[src/rtl/fx3_xfer_scheduler.sv]
// fx3_xfer_scheduler: arbitrates FX3 bulk-in transfers between buffer sources,
// sequences the start/done handshake with the data loader, supervises each
// transfer with a timeout and reports per-requester completion pulses.
module fx3_xfer_scheduler #(
  parameter int unsigned REQ_NUM   = 4,
  parameter int unsigned HI_PRIO0  = 0,
  parameter int unsigned TIMEOUT_W = 16,
  parameter int unsigned IDX_W     = (REQ_NUM > 1) ? $clog2(REQ_NUM) : 1
) (
  input  logic                 i_sys_clk,
  input  logic                 i_sys_rst_n,
  input  logic                 i_frame_rst,
  input  logic                 i_enable,
  input  logic [REQ_NUM-1:0]   i_req,
  input  logic                 i_loader_ready,
  input  logic                 i_loader_done,
  output logic [REQ_NUM-1:0]   o_grant,
  output logic [IDX_W-1:0]     o_grant_idx,
  output logic                 o_xfer_start,
  output logic [REQ_NUM-1:0]   o_xfer_done,
  output logic                 o_busy,
  output logic                 o_timeout_err,
  output logic [31:0]          o_xfer_cnt
);

  localparam int unsigned CNT_W = 32;

  typedef enum logic [3:0] {
    S_IDLE  = 4'b0001,
    S_START = 4'b0010,
    S_XFER  = 4'b0100,
    S_DONE  = 4'b1000
  } state_t;

  state_t                r_state;
  logic [REQ_NUM-1:0]    r_grant;
  logic [IDX_W-1:0]      r_grant_idx;
  logic                  r_xfer_start;
  logic [REQ_NUM-1:0]    r_xfer_done;
  logic                  r_busy;
  logic                  r_timeout_err;
  logic [CNT_W-1:0]      r_xfer_cnt;
  logic [IDX_W-1:0]      r_rr_ptr;
  logic [TIMEOUT_W-1:0]  r_timer;
  logic                  r_normal;

  logic                  w_win_found;
  logic [IDX_W-1:0]      w_win_idx;
  logic [REQ_NUM-1:0]    w_win_oh;
  logic [IDX_W-1:0]      w_rr_next;
  logic [31:0]           w_pos;

  // Winner selection: round-robin scan from rr_ptr, optionally overridden by requester 0
  always_comb begin
    w_win_found = 1'b0;
    w_win_idx   = '0;
    w_pos       = '0;
    for (int unsigned k = 0; k < REQ_NUM; k++) begin
      w_pos = 32'(r_rr_ptr) + 32'(k);
      if (w_pos >= 32'(REQ_NUM)) begin
        w_pos = w_pos - 32'(REQ_NUM);
      end
      if (!w_win_found && i_req[w_pos[IDX_W-1:0]]) begin
        w_win_found = 1'b1;
        w_win_idx   = w_pos[IDX_W-1:0];
      end
    end
    if ((HI_PRIO0 != 0) && i_req[0]) begin
      w_win_found = 1'b1;
      w_win_idx   = '0;
    end
  end

  // One-hot form of the winner and the round-robin pointer after the current grant
  always_comb begin
    w_win_oh  = REQ_NUM'(1) << w_win_idx;
    w_rr_next = (r_grant_idx == IDX_W'(REQ_NUM - 1)) ? '0 : r_grant_idx + IDX_W'(1);
  end

  // Scheduler FSM with registered outputs; frame_rst clears everything except grant_idx
  always_ff @(posedge i_sys_clk or negedge i_sys_rst_n) begin
    if (!i_sys_rst_n) begin
      r_state       <= S_IDLE;
      r_grant       <= '0;
      r_grant_idx   <= '0;
      r_xfer_start  <= 1'b0;
      r_xfer_done   <= '0;
      r_busy        <= 1'b0;
      r_timeout_err <= 1'b0;
      r_xfer_cnt    <= '0;
      r_rr_ptr      <= '0;
      r_timer       <= '0;
      r_normal      <= 1'b0;
    end else if (i_frame_rst) begin
      r_state       <= S_IDLE;
      r_grant       <= '0;
      r_xfer_start  <= 1'b0;
      r_xfer_done   <= '0;
      r_busy        <= 1'b0;
      r_timeout_err <= 1'b0;
      r_xfer_cnt    <= '0;
      r_rr_ptr      <= '0;
      r_timer       <= '0;
      r_normal      <= 1'b0;
    end else begin
      r_xfer_start <= 1'b0;
      r_xfer_done  <= '0;
      unique case (r_state)
        S_IDLE: begin
          if (i_enable && i_loader_ready && w_win_found) begin
            r_grant      <= w_win_oh;
            r_grant_idx  <= w_win_idx;
            r_xfer_start <= 1'b1;
            r_busy       <= 1'b1;
            r_state      <= S_START;
          end
        end
        S_START: begin
          r_timer <= '0;
          r_state <= S_XFER;
        end
        S_XFER: begin
          // loader_done beats a coinciding terminal count
          if (i_loader_done) begin
            r_normal    <= 1'b1;
            r_xfer_done <= r_grant;
            r_state     <= S_DONE;
          end else if (r_timer == '1) begin
            r_normal      <= 1'b0;
            r_timeout_err <= 1'b1;
            r_xfer_done   <= r_grant;
            r_state       <= S_DONE;
          end else begin
            r_timer <= r_timer + TIMEOUT_W'(1);
          end
        end
        S_DONE: begin
          if (r_normal) begin
            r_xfer_cnt <= r_xfer_cnt + CNT_W'(1);
          end
          r_rr_ptr <= w_rr_next;
          r_grant  <= '0;
          r_busy   <= 1'b0;
          r_state  <= S_IDLE;
        end
        default: begin
          r_grant <= '0;
          r_busy  <= 1'b0;
          r_state <= S_IDLE;
        end
      endcase
    end
  end

  assign o_grant       = r_grant;
  assign o_grant_idx   = r_grant_idx;
  assign o_xfer_start  = r_xfer_start;
  assign o_xfer_done   = r_xfer_done;
  assign o_busy        = r_busy;
  assign o_timeout_err = r_timeout_err;
  assign o_xfer_cnt    = r_xfer_cnt;

endmodule

[config.mk]
export PLATFORM = sky130hd
export DESIGN_NAME = fx3_xfer_scheduler
export DESIGN_NICKNAME = d
export VERILOG_FILES = /design/src/rtl/fx3_xfer_scheduler.sv
export SDC_FILE = /design/constraint.sdc
export NUM_CORES = 1
export LEC_CHECK = 0
export CORE_MARGIN = 4
export CORE_UTILIZATION = 35
export CTS_BUF_LIST = sky130_fd_sc_hd__clkbuf_2 sky130_fd_sc_hd__clkbuf_4 sky130_fd_sc_hd__clkbuf_8
export CTS_CLUSTER_SIZE = 16
export DETAILED_ROUTE_END_ITERATION = 10
export DONT_BUFFER_PORTS = 1
export PLACE_DENSITY = 0.6
export SLEW_MARGIN = 5
export SYNTH_ARGS = -nofsm -noshare
export SYNTH_HDL_FRONTEND = slang
export SYNTH_SLANG_ARGS = --single-unit
export TNS_END_PERCENT = 50
[constraint.sdc]
create_clock -name i_sys_clk -period 3.5 [get_ports i_sys_clk]
set_input_delay 0.525 -clock i_sys_clk [delete_from_list [all_inputs] [get_ports i_sys_clk]]
set_output_delay 0.525 -clock i_sys_clk [all_outputs]
set_load 0.03 [all_outputs]
==> flow_summary.json <==
{
  "status": "finished clean",
  "place.gp.congestion": 0.822,
  "grt.total_usage_pct": 13.9,
  "drtIter0Drc": 157,
  "syn_inst": 380,
  "ys_ff_latch": 68,
  "synth_ff_type": "dfrtp_1",
  "min_path_type": "in2async",
  "synth_nets": 393,
  "grt_pass1_wl_um": 13300,
  "die_area_mm2": 0.0120,
  "ant_nets": 0,
  "port_buffers": 0,
  "synth_edf_count": 0,
  "grt_max_degree": 68,
  "synthArstFlopShare_pct": 100,
  "clock_path_buffers": 2,
  "crit_path_end_kind": "register",
  "synth_common_cells": "dfrtp_1 (67), nor2_1 (38), nand2_1 (30), a21oi_1 (27), nand3_1 (23)",
  "core-area_mm2": 0.00991,
  "grt_pass1_vias": 2754,
  "rows": 36,
  "cts_tree": "built",
  "cts_num_sinks": 68,
  "p_leak_nw": 1.59,
  "finalHoldViolCount": 0,
  "p_comb_share_pct": 3.7,
  "clockRootBuffer": "clkbuf_8",
  "report.final.slew_viol_count": 0,
  "drt-total-wl_um": 8130,
  "p_seq_share_pct": 51.0,
  "p_int_mw": 1.25,
  "die_w_um": 109,
  "num_antenna_cells": 0,
  "setup_viol": 0,
  "multi_input_area_mm2": 0.00178,
  "max_freq_ghz": 0.398,
  "pwr-share-clk_pct": 45.3,
  "netlist.area_leader.share_pct": 46.5,
  "yosysTopAreaCell": "dfrtp_1",
  "netlist_area_mm2": 0.00360,
  "rsz0062_at_grt": "no",
  "clkSlewWorstSetupHoldPaths_ns": 0.08,
  "worst_slew_pin_slew_ns": 0.642,
  "clk_latency_ns": 0.34,
  "power_density_mw_per_mm2": 405,
  "timing.clock.skew_ns": 0.0130,
  "drc": 0,
  "path_max_fanout": 14,
  "avgSynthCellArea_um2": 9.48,
  "power.switching_uw": 354,
  "postCtsSetupBuffers": 0,
  "start_util_pct": 36.4,
  "slew_headroom_pct": 56.1,
  "synth-seq-area-share_pct": 47.3,
  "yosys_warnings": 0,
  "ir_worst_vdd_mv": 0.205,
  "regArea_mm2": 0.00170,
  "yosys.cell_types.count": 53,
  "num_vias": 2885,
  "wl_per_cell_um": 15.7,
  "cts_inserted_buffers": 9,
  "cts-htree-levels": 3,
  "fillers": 970,
  "layout_min_cycle_time_ns": 2.51,
  "fin_crit_sh_pct": 71.8,
  "antenna_found_initial": 0,
  "io_pins": 55,
  "worstSetupPathType": "reg2reg",
  "post_dp_cell_area_mm2": 0.00370,
  "drt_first_pass_iters": 4,
  "die_h_um": 109,
  "crit_required_ns": 3.76,
  "finalSetupTns_ns": 0,
  "viasPerCell": 5.59,
  "final_cell_area_mm2": 0.00396,
  "place_hpwl_um": 5540,
  "yosysMostFrequentCell": "dfrtp_1",
  "maxCapViolations": 0,
  "area_growth_syn_to_layout_pct": 9.90,
  "ys_top_cells_by_area": "dfrtp_1 (47%), nor2_1 (4.0%), a21oi_1 (3.8%)",
  "rrSetupSlack_ns": 0.99,
  "sw_frac_of_total_pct": 22.1,
  "drive_gt1_share_pct": 7.83,
  "nNetsFinal": 391,
  "arrival_ns": 2.78,
  "fin_util_pct": 39.9,
  "critPathLaunchType": "register",
  "grt_overflow_total": 0
}
==> layout by cell type, fill, tap and decap left out, types with 3 or more instances in the layout <==
master and instances:
o21ai_0 16, inv_1 13, nand4_1 12, nand3_1 23, nor2_1 38, nand2b_1 4
a21o_1 3, dfrtp_1 67, mux2_2 5, o31ai_1 10, nor4b_1 5, or3_1 6
a21oi_1 27, ha_1 3, nor4_1 7, clkbuf_8 10, and4_1 7, and2_1 10
nor2b_1 6, or4_1 7, nand2_1 30, xnor2_1 13, xor2_1 6, nor3_1 4
and3_1 10
==> path summary, 6_finish.rpt <==
check                              start              to  cells after the start
min in group i_sys_clk       i_frame_rst  o_xfer_cnt[27]                      1
hold reg to reg               r_timer[1]      r_timer[1]                      2
max in group asynchronous    i_sys_rst_n      r_state[0]                      1
setup / recovery           o_xfer_cnt[2]  o_xfer_cnt[29]                      5
setup reg to reg           o_xfer_cnt[2]  o_xfer_cnt[29]                      5
hold / removal               i_sys_rst_n  o_xfer_cnt[27]                      1
==> layout make-up <==
class	instances	area share, %
inverter	13	1.23
tap	133	4.20
clock buffer	12	3.86
timing repair buffer	2	0.948
sequential	68	43.0
clock inverter	4	1.83
multi-input combinational	284	44.9
==> state kept, by name (all words and copies together) (netlist names) <==
register and count:
o_grant 4, o_busy 1, r_timer 16, r_state 4
o_grant_idx 2, o_xfer_cnt 32, r_normal 1, o_xfer_done 4
o_xfer_start 1, o_timeout_err 1, r_rr_ptr 2
==> per-stage QoR <==
step | std cells | hold slack [ns] | setup WS (ns) | total power, mW
2_1_floorplan | 380 | 0.229 | 1.19 | 0.872
3_3_place_gp | 498 | 0.232 | 1.07 | 0.874
3_5_place_dp | 498 | 0.232 | 0.985 | 0.875
4_1_cts | 515 | 0.00158 | 0.972 | 1.63
5_1_grt | 516 | 0.0470 | 0.845 | 1.67
6_report | 516 | 0.0476 | 0.986 | 1.60
==> repair_timing <==
action	4_1_cts	5_1_grt
hold endpoints to repair	67	1
gates resized for setup	0	0
hold buffers	1	1
==> power by group through the flow <==
stage / combinational [mW] / sequential, mW / clock (mW)
floorplan: 0.0414 / 0.830 / 0
global placement: 0.0391 / 0.835 / 0
detailed placement: 0.0403 / 0.835 / 0
CTS: 0.0596 / 0.819 / 0.748
global route: 0.0687 / 0.821 / 0.777
finish: 0.0589 / 0.819 / 0.727
==> layer usage <==
metal	GRT usage, %	vias to the layer above	wire (µm)
met5	0	-	0
met4	4.36	0	100
met3	5.05	9	601
met2	21.7	63	3680
met1	18.1	1425	3740
li1	-	1388	-
==> worst max-delay path, cell delays in order, from the launching register on <==
cell	delay, ns
dfrtp_1	0.59
and4_1	0.32
nand3_1	0.30
or3_4	0.54
or4_1	0.51
a21oi_1	0.17
==> cells by family after synthesis <==
family,Yosys count,share of synthesized area [%]
compound gates,78,13.7
simple gates,177,27.9
mux,7,2.12
xor+xnor,19,4.62
fa+ha+maj,3,1.04
flops,68,47.3
buf+inv,28,3.37
Power figures use the tool's default switching activity.
==> variant 1: new RTL, same flow settings <==
Make the reset (`i_sys_rst_n`) synchronous in one clocked block.
--- a/src/rtl/fx3_xfer_scheduler.sv
+++ b/src/rtl/fx3_xfer_scheduler.sv
@@ -80,3 +80,3 @@
   // Scheduler FSM with registered outputs; frame_rst clears everything except grant_idx
-  always_ff @(posedge i_sys_clk or negedge i_sys_rst_n) begin
+  always_ff @(posedge i_sys_clk) begin
     if (!i_sys_rst_n) begin
Function: differs if i_sys_rst_n is asserted again (counterexample within 4 cycles, from zero or initial values and one cycle with i_sys_rst_n low); with i_sys_rst_n held inactive, the same outputs for 10 cycles.
==> variant 1 against the original RTL <==
Synthesized area decreased by 15%. Largest cell class unchanged. Critical endpoint is now o_xfer_cnt[31]. Cell count is 9.9% lower. Setup slack improved by 0.19 ns. Total power is 0.75% lower. Clock skew down 0.0040 ns. Highest routed layer unchanged. Final area shrank 14%. Synthesized cell count shrank 6.6%. Maximum frequency up 8.2%. Combinational power fell by 44%. Routed wire length fell by 15%. Sequential cell count unchanged.
==> variant 1: results <==
group,metric,value,unit
yosys,syn_avg_cell_area,8.65,um2
critical_path,arrival,2.52,ns
global_routing,grtUsageTotal,0.137,
clocking,clock_latency,0.35,ns
critical_path,worstSetupPathType,"flop to flop",
routing,top_layer_used,"met4",
critical_path,rr_startpoint,"o_xfer_cnt[3]",
sta,worst_slew_pin_slew,0.986,ns
routing,wl_met3,526,um
routing,wl_met2,3140,um
critical_path,crit_fanout,14,
clocking,clkSlewWorstSetupHoldPaths,0.07,ns
routing,drt-total-wl,6890,um
routing,wire_per_inst,14.8,um
critical_path,crit_path_end,"o_xfer_cnt[31]",
placement,portBuffers,0,
yosys,yosys-top-cells-area,"dfxtp_1, nor2_1, xor2_1",
yosys,postSynth.asyncResetShare,0,
power_and_ir_drop,p_leak,1.07,nW
critical_path,regToRegSetupSlack,1.18,ns
sta,skew,0.00905,ns
clocking,postCtsSetupRepairBufs,0,
critical_path,reg2reg_depth,5,
yosys,ys_seq_area_frac,0.443,
global_routing,grt_pass1_vias,2355,
global_routing,grt_pass1_wl,11400,um
critical_path,cp_slowest_cell,"dfxtp_1",
placement,dp_hpwl,4810,um
global_routing,grt_max_degree,49,
yosys,syn_nets,368,
yosys,ys.flop_type,"dfxtp_1",
clocking,ctsHoldBuffers,0,
clocking,cts.root.buffer_cell,"clkbuf_8",
layout,fillers,837,
power_and_ir_drop,vdd_drop_max,172,uV
routing,met1Wirelength,3150,um
status,status,"finished clean",
layout,drive_above_1_share,0.0667,
layout,largest_reg_flops,32,
yosys,yosys_warnings,0,
min_path,hold_path.class,"primary input to flop",
routing,drtIter0Drc,69,
clocking,htreeDepth,3,
placement,gp_congestion,0.741,
routing,via_per_inst,5.40,
yosys,synth_common_cells,"dfxtp_1, nor2_1, nand2_1, xor2_1, nand3_1",
yosys,synthDistinctLibCells,47,
placement,dp.cells,450,
clocking,cts_buffers,9,
-- variant 1: routing by layer --
metal  global-route usage  vias to the layer above
met4               0.0337                        0
met5                    0                        -
met3               0.0640                        9
li1                     -                     1265
met2                0.223                       53
met1                0.165                     1185
-- variant 1: report_power, final --
part	internal (mW)	switching [mW]
sequential	0.775	0.00692
clock	0.470	0.307
combinational	0.00964	0.0231
-- variant 1: final cells by class --
type,count,area [um2],area share
Sequential cell,68,1360,0.399
Inverter,6,22.5,0.00660
Multi-Input combinational cell,270,1650,0.484
Clock buffer,9,124,0.0363
Clock inverter,6,114,0.0334
Tap cell,105,131,0.0385
Timing Repair Buffer,1,7.51,0.00220
-- variant 1: critical path: cells and delay by family, from the launching register on --
| kind | cells | cell delay [ns] |
|---|---|---|
| flops | 1 | 0.59 |
| simple gates | 4 | 1.42 |
| xor+xnor | 1 | 0.16 |
-- variant 1: logic make-up (layout without fill, tap and decap cells) --
group | after synthesis | after routing | share of synthesized area
adders and majority gates | 3 | 3 | 0.0122
and+or+nand+nor | 181 | 181 | 0.314
buffers and inverters | 17 | 22 | 0.0216
DFF | 68 | 68 | 0.443
xor gates and xnor gates | 37 | 37 | 0.106
AOI/OAI and AO/OA | 46 | 46 | 0.0933
muxes | 3 | 3 | 0.00978
-- variant 1: worst min path at each step --
stage	start	to	slack (ns)	cells past startpoint
floorplan	r_timer[1]	r_timer[1]	0.47	2
global placement	r_timer[1]	r_timer[1]	0.48	2
detailed placement	r_timer[1]	r_timer[1]	0.49	2
CTS	i_sys_rst_n	o_grant_idx[0]	0.31	1
global route	i_sys_rst_n	o_grant_idx[1]	0.32	1
finish	i_sys_rst_n	o_grant_idx[0]	0.33	1
-- variant 1: through the flow --
step / setup slack (ns) / util / total power, mW / hold slack [ns] / area (um2)
after floorplan: 1.55 / - / 0.825 / 0.466 / 3070
after global placement: 1.19 / 0.379 / 0.833 / 0.479 / 3170
after detailed placement: 1.13 / 0.379 / 0.833 / 0.491 / 3170
after CTS: 1.11 / 0.407 / 1.62 / 0.309 / 3410
after global routing: 0.968 / 0.407 / 1.66 / 0.317 / 3410
final: 1.18 / 0.407 / 1.59 / 0.331 / 3410
==> variant 2: new RTL, config.mk and constraints unchanged <==
Without the edit above. Set the parameter `REQ_NUM` to 2 (it was 4).
--- a/src/rtl/fx3_xfer_scheduler.sv
+++ b/src/rtl/fx3_xfer_scheduler.sv
@@ -4,3 +4,3 @@
 module fx3_xfer_scheduler #(
-  parameter int unsigned REQ_NUM   = 4,
+  parameter int unsigned REQ_NUM   = 2,
   parameter int unsigned HI_PRIO0  = 0,
Ports: changed (resized i_req, o_grant, o_grant_idx and o_xfer_done); port bits go from 55 to 48. The function was not compared with the original's and may differ.
==> variant 2 against the original RTL <==
Routed wire length decreased by 11%. Total power fell by 7.9%. Worst hold slack got worse by 0.018 ns. Clock skew is 0.00083 ns lower. Setup slack gained 0.11 ns. Final area is 12% lower. Count of clock-buffer cells in the layout down 3. Sequential cell count decreased by 6. Synthesized area is 12% lower. Largest power group unchanged. Highest routed layer unchanged.
==> variant 2: results <==
group,metric,value,unit
routing,vias,2549,
clocking,cts_buffers,9,
layout,fillers,866,
clocking,clkSlewWorstSetupHoldPaths,0.08,ns
placement,dp_hpwl,4850,um
global_routing,antenna_found_initial,0,
clocking,cts.root.buffer_cell,"clkbuf_8",
clocking,ctsHoldBuffers,1,
power_and_ir_drop,p_leak,1.42,nW
yosys,synthDistinctLibCells,46,
sta,slew_headroom,0.500,
placement,dp_slack,1.12,ns
power_and_ir_drop,vdd_drop_max,255,uV
yosys,synth_common_cells,"dfrtp_1, nor2_1, o21ai_0, nand2_1, a21oi_1",
clocking,clockBufferDepth,2,
yosys,yosys_warnings,0,
critical_path,cpPeakStageDelay,0.64,ns
routing,wire_per_inst,15.8,um
clocking,ctsResizeCount,0,
routing,via_per_inst,5.59,
critical_path,arrival,2.67,ns
yosys,syn_nets,353,
critical_path,cp_slowest_cell,"or4_4",
yosys,ys_seq_area_frac,0.490,
global_routing,grtUsageTotal,0.143,
yosys,postSynth.asyncResetShare,1.00,
placement,dp.cells,439,
yosys,ys.flop_type,"dfrtp_1",
global_routing,grt_max_degree,62,
min_path,hold_path.class,"primary input to asynchronous set/reset pin",
yosys,yosys-top-cells-area,"dfrtp_1, nor2_1, o21ai_0",
layout,drive_above_1_share,0.0862,
layout,largest_reg_flops,32,
global_routing,grt_pass1_wl,12100,um
layout,nNetsFinal,353,
layout,antenna_cells,0,
clocking,postCtsSetupRepairBufs,0,
clocking,htreeDepth,3,
placement,portBuffers,0,
critical_path,crit_fanout,15,
routing,dr.pass1.iters,4,
placement,gp_congestion,0.829,
routing,drtIter0Drc,176,
sta,skew,0.0122,ns
clocking,clock_latency,0.34,ns
yosys,syn_avg_cell_area,9.24,um2
status,status,"finished clean",
global_routing,grt_pass1_vias,2425,
==> variant 2: cell types whose count changed after synthesis, moves of 7 or more <==
| cell | unedited run | this run |
|---|---|---|
| and3_1 | 10 | 3 |
| nor3_1 | 4 | 13 |
| a31oi_1 | 1 | 12 |
| o21ai_0 | 16 | 25 |
==> variant 2: worst paths after layout <==
path | end | start | cells past startpoint | slack, ns
hold / removal | r_state[0] | i_sys_rst_n | 0 | 0.03
max in group asynchronous | r_state[2] | i_sys_rst_n | 1 | 3.19
setup / recovery | o_xfer_cnt[28] | r_state[2] | 5 | 1.10
hold reg to reg | r_timer[4] | r_timer[4] | 1 | 0.50
setup reg to reg | o_xfer_cnt[28] | r_state[2] | 5 | 1.10
min in group i_sys_clk | o_xfer_cnt[4] | i_frame_rst | 1 | 0.24
==> variant 2: critical path: cells and delay by family (launching register included) <==
family | cells | cell delay (ns)
AOI/OAI and AO/OA | 2 | 0.35
and+or+nand+nor | 3 | 1.51
DFF | 1 | 0.48
==> variant 2: final cells by class <==
type	count	area (um2)	share of cell area
Sequential cell	62	1550	0.444
Multi-Input combinational cell	257	1510	0.432
Tap cell	108	135	0.0386
Clock buffer	9	124	0.0354
Clock inverter	7	97.6	0.0279
Timing Repair Buffer	3	42.5	0.0122
Inverter	10	37.5	0.0107
==> variant 2: through the flow <==
| step | cell area (um2) | utilization | hold WS, ns |
|---|---|---|---|
| 6_report | 3500 | 0.399 | 0.0295 |
| 5_1_grt | 3500 | 0.399 | 0.00135 |
| 4_1_cts | 3500 | 0.399 | 0.0147 |
| 3_5_place_dp | 3250 | 0.371 | 0.232 |
| 3_3_place_gp | 3250 | 0.371 | 0.233 |
| 2_1_floorplan | 3170 | - | 0.229 |
==> variant 2: logic make-up after synthesis <==
family	after synthesis	synth area share
flops	62	0.490
simple gates	152	0.254
mux	4	0.0134
buf+inv	24	0.0332
xor+xnor	13	0.0359
fa+ha+maj	2	0.00789
compound gates	86	0.166
==> variant 2: power breakdown <==
group	switching (mW)	internal, mW
clock	0.301	0.403
combinational	0.0253	0.0134
sequential	0.0142	0.721
total	0.341	1.14
==> variant 2: per-layer routing <==
metal / vias to the layer above / wire [um] / GRT usage
li1: 1253 / - / -
met1: 1231 / 3390 / 0.203
met2: 63 / 3280 / 0.203
met3: 2 / 507 / 0.0548
met4: 0 / 38 / 0.0418
met5: - / 0 / 0
